[src/rtl/line_serializer.sv]
// Cache-line to bus-word serializer: captures one line and streams it out LSB word first
// under a valid/ready handshake. Define SER_PARITY_EN to add the word_par output.
module line_serializer #(
  parameter int WORD_W     = 32,
  parameter int LINE_WORDS = 8,
  parameter int IDX_W      = $clog2(LINE_WORDS)
) (
  input  logic                         clk,
  input  logic                         rst,
  input  logic [WORD_W*LINE_WORDS-1:0] line_in,
  input  logic                         load,
  output logic                         load_ready,
  output logic [WORD_W-1:0]            word_out,
  output logic                         word_valid,
  input  logic                         word_ready,
  output logic [IDX_W-1:0]             word_idx,
  output logic                         busy,
`ifdef SER_PARITY_EN
  output logic                         word_par,
`endif
  output logic                         done
);

  localparam int LINE_W = WORD_W * LINE_WORDS;
  localparam logic [IDX_W-1:0] LAST_IDX = IDX_W'(LINE_WORDS - 1);

  typedef enum logic [1:0] {
    ST_IDLE = 2'd0,
    ST_SEND = 2'd1,
    ST_DONE = 2'd2
  } state_t;

  state_t              state_q, state_d;
  logic [IDX_W-1:0]    idx_q, idx_d;
  logic [LINE_W-1:0]   line_q, line_d;
  logic [WORD_W-1:0]   word_q, word_d;
  logic [WORD_W-1:0]   line_words [LINE_WORDS];

  // Word lanes are taken from the next-state line so word_out can be registered.
  generate
    for (genvar gi = 0; gi < LINE_WORDS; gi++) begin : g_lanes
      assign line_words[gi] = line_d[gi*WORD_W +: WORD_W];
    end
  endgenerate

  always_comb begin
    state_d = state_q;
    idx_d   = idx_q;
    line_d  = line_q;
    word_d  = '0;
    case (state_q)
      ST_IDLE: begin
        if (load) begin
          line_d  = line_in;
          idx_d   = '0;
          state_d = ST_SEND;
        end
      end
      ST_SEND: begin
        if (word_ready) begin
          if (idx_q == LAST_IDX) begin
            idx_d   = '0;
            state_d = ST_DONE;
          end else begin
            idx_d = idx_q + IDX_W'(1);
          end
        end
      end
      ST_DONE: state_d = ST_IDLE;
      default: state_d = ST_IDLE;
    endcase
    if (state_d == ST_SEND) begin
      word_d = line_words[idx_d];
    end
  end

  always_ff @(posedge clk) begin
    if (rst) begin
      state_q <= ST_IDLE;
      idx_q   <= '0;
      line_q  <= '0;
      word_q  <= '0;
    end else begin
      state_q <= state_d;
      idx_q   <= idx_d;
      line_q  <= line_d;
      word_q  <= word_d;
    end
  end

`ifdef SER_PARITY_EN
  logic par_q;

  always_ff @(posedge clk) begin
    if (rst) begin
      par_q <= 1'b0;
    end else begin
      par_q <= ^word_d;
    end
  end

  assign word_par = par_q;
`endif

  assign load_ready = (state_q == ST_IDLE);
  assign busy       = (state_q != ST_IDLE);
  assign done       = (state_q == ST_DONE);
  assign word_valid = (state_q == ST_SEND);
  assign word_idx   = idx_q;
  assign word_out   = word_q;

endmodule

[config.mk]
export PLATFORM = sky130hd
export DESIGN_NAME = line_serializer
export DESIGN_NICKNAME = d
export VERILOG_FILES = /design/src/rtl/line_serializer.sv
export SDC_FILE = /design/constraint.sdc
export NUM_CORES = 1
export LEC_CHECK = 0
export ABC_AREA = 1
export BUFFER_PORTS_ARGS = -buffer_cell sky130_fd_sc_hd__buf_2
export CORE_MARGIN = 5
export CORE_UTILIZATION = 31
export DETAILED_ROUTE_END_ITERATION = 7
export GPL_TIMING_DRIVEN = 1
export HOLD_SLACK_MARGIN = 0.15
export PLACE_DENSITY_LB_ADDON = 0.08
export SLEW_MARGIN = 10
export SYNTH_ARGS = -nofsm -noshare
export SYNTH_HDL_FRONTEND = slang
export SYNTH_SLANG_ARGS = --single-unit
[constraint.sdc]
create_clock -name clk -period 3 [get_ports clk]
set_input_delay 0.3 -clock clk [delete_from_list [all_inputs] [get_ports clk]]
set_output_delay 0.3 -clock clk [all_outputs]
set_load 0.1 [all_outputs]
==> out/qor.yml <==
status:
  status: "finished clean"
placement:
  dpl_cell_area_um2: 15790
  gp_congestion: 0.8787
  io_buffers: 298
  dpl.hpwl_um: 38490
sta:
  fin_crit_sh: 0.8261
  setup_viol: 0
  relSlewSlack: 0.4873
  finalHoldViolCount: 0
  setup_tns_ns: 0
  drv_slew: 0
  period_minus_slack_ns: 2.478
  tightest_slew_ns: 0.7691
  rsz0062_at_grt: "false"
  clock_skew_ns: 0.007944
  fmax_mhz: 403.5
clocking:
  clkLatencyLatePin_ns: 0.54
  clock-sinks: 293
  clk_path_buf_depth: 3
  cts_root_buffer: "clkbuf_16"
  clk_pin_slew_ns: 0.06
  cts_buffers: 35
  tritoncts: "yes"
  cts_max_level: 2
route:
  via_count: 14550
  drc: 0
  first_pass_iters: 5
  drt-initial-drc-count: 1002
  wl_um: 54940
  drt-vias-per-instance: 4.596
  ant_nets: 0
  wl_per_cell_um: 17.36
synthesis:
  ys_top_cells_by_count: "nand2_1 (582), nor2_1 (357), dfxtp_1 (293)"
  ys_ff_latch: 293
  netlist_area_um2: 13760
  yosysTopAreaCellShare: 0.4264
  yosys-top-cells-area: "dfxtp_1 (43%), nand2_1 (16%), nor2_1 (9.7%), nand3_1 (8.1%), inv_1 (5.5%)"
  netlist_instances: 2117
  synthArstFlopShare: 0
  syn_avg_cell_area_um2: 6.498
  yosysTopAreaCell: "dfxtp_1"
  synth_cell_type_count: 29
  ys.flop_type: "dfxtp_1"
  ys_warn_count: 0
  synth.most_common_cell: "nand2_1"
  synthesis.nets: 2379
  synth_edf_count: 0
  synth-seq-area-share: 0.4264
critical_path:
  timing.rr.end: "word_out[5]"
  slowest_delay_ns: 0.55
  r2r_start: "state_q[0]"
  cp.arrival_ns: 2.18
  cp-end-kind: "output port"
  reg2reg_depth: 11
  r2r_setup_slack_ns: 0.60
  critPathRequiredTime_ns: 2.70
  startpoint_type: "flop"
  crit_chain: "nor2_4 -> buf_4 -> buf_2"
  critical_path_class: "reg2out"
  crit_path_top_delay_cell: "buf_2"
  crit_fanout: 65
job:
  cap_violations: 0
floorplan:
  die_area_um2: 48690
  die_h_um: 220.7
  rows: 77
  core_area_um2: 44030
  dieWidth_um: 220.7
  start_util: 0.3124
  io_pins: 299
hold_path:
  hold_class: "in2reg"
  min_from: "line_in[151]"
  min_to: "line_q[151]"
  worstHoldPathCells: 3
power_and_ir_drop:
  p_leak_nw: 9.347
  ir_drop_v: 0.0003065
  power_density_nw_per_um2: 585.6
final_layout:
  syn_to_final_growth_pct: 37.93
  stdcell_area_um2: 18970
  fin_nets: 2812
  drive_above_1_share: 0.1703
global_route:
  antenna_found_initial: 2
  grt_pass1_vias: 13980
  grt_max_degree: 118
  track_usage: 0.2211
  grt_overflow: 0
  grt_first_pass_wirelength_um: 82120
-- how the worst max path moves through the flow --
stage	end	start	slack, ns	cells after the start
floorplan	word_out[18]	word_idx[1]	0.55	12
global placement	word_out[14]	state_q[1]	0.65	9
detailed placement	word_out[14]	state_q[1]	0.62	9
CTS	load_ready	state_q[0]	0.48	3
global route	load_ready	state_q[1]	0.41	3
finish	load_ready	state_q[0]	0.52	3
-- what timing repair did --
action                                  CTS  global route
buffers inserted                          0             0
resized for setup                         0             0
endpoints found under the setup margin    0             0
hold buffers                            207             0
hold endpoints to repair                207             0
-- cell usage in the layout, fill, tap and decap left out, types with 10 or more instances in the layout --
master / n
o21ai_0: 139
a21oi_1: 33
or2_2: 32
dfxtp_1: 293
clkbuf_16: 37
nor2_1: 357
buf_12: 10
buf_4: 30
nand2_1: 581
buf_2: 297
nand3_1: 224
clkbuf_8: 10
inv_1: 200
o21ai_1: 23
nand3b_1: 64
dlygate4sd3_1: 207
-- metrics by stage --
stage	total power, W	instances	hold WS (ns)	util	setup slack (ns)
3_3_place_gp	0.006827	2898	0.4597	0.3586	0.6486
6_report	0.01111	3165	0.1601	0.4309	0.5216
5_1_grt	0.01171	3164	0.1569	0.4309	0.4126
4_1_cts	0.01126	3164	0.1504	0.4309	0.4777
3_5_place_dp	0.006835	2898	0.4637	0.3586	0.6234
2_1_floorplan	0.005997	2117	0.4514	-	0.5544
-- cell type report --
type                       instances  area, um^2
timing repair buffer             545        3998
tap                              592       740.7
antenna                            1       2.502
fill                            4660       25060
inverter                         204       765.7
clock buffer                      54        1080
clock inverter                     5       30.03
multi-input combinational       1471        6491
sequential                       293        5866
-- power by group --
| group | switching (W) | internal, W | leakage [nW] | total, W |
|---|---|---|---|---|
| clock network | 0.00169 | 0.00247 | 0.542 | 0.00415 |
| registers | 0.0000958 | 0.00421 | 2.42 | 0.00431 |
| logic | 0.00176 | 0.000890 | 6.38 | 0.00265 |
| total | 0.00354 | 0.00757 | 9.35 | 0.0111 |
-- worst max-delay path, delay by kind of cell (launching register included) --
kind | cells | cell delay [ns]
buffers and inverters | 2 | 1.07
flip-flops | 1 | 0.35
AND/OR/NAND/NOR | 1 | 0.18
-- logic make-up (layout without fill, tap and decap cells) --
| family | count (synthesis) | after routing | share of synthesized area |
|---|---|---|---|
| and+or+nand+nor | 1271 | 1271 | 0.3950 |
| buffers and inverters | 353 | 808 | 0.1040 |
| DFF | 293 | 293 | 0.4264 |
| AOI/OAI and AO/OA | 198 | 198 | 0.07277 |
| adders and majority gates | 2 | 2 | 0.001819 |
| other | 0 | 1 | 0 |
-- sequential cells by signal (all words and copies together) (netlist names) --
register	flops
word_idx	3
word_out	32
line_q	256
state_q	2
-- metal layers --
metal	vias up	global-route usage	wire length, um
met4	0	0.07298	1661
li1	7430	-	-
met3	83	0.03721	3158
met5	-	0	0
met1	6637	0.2928	24660
met2	396	0.3679	25460
No activity file was read; power rests on OpenSTA's default activity.
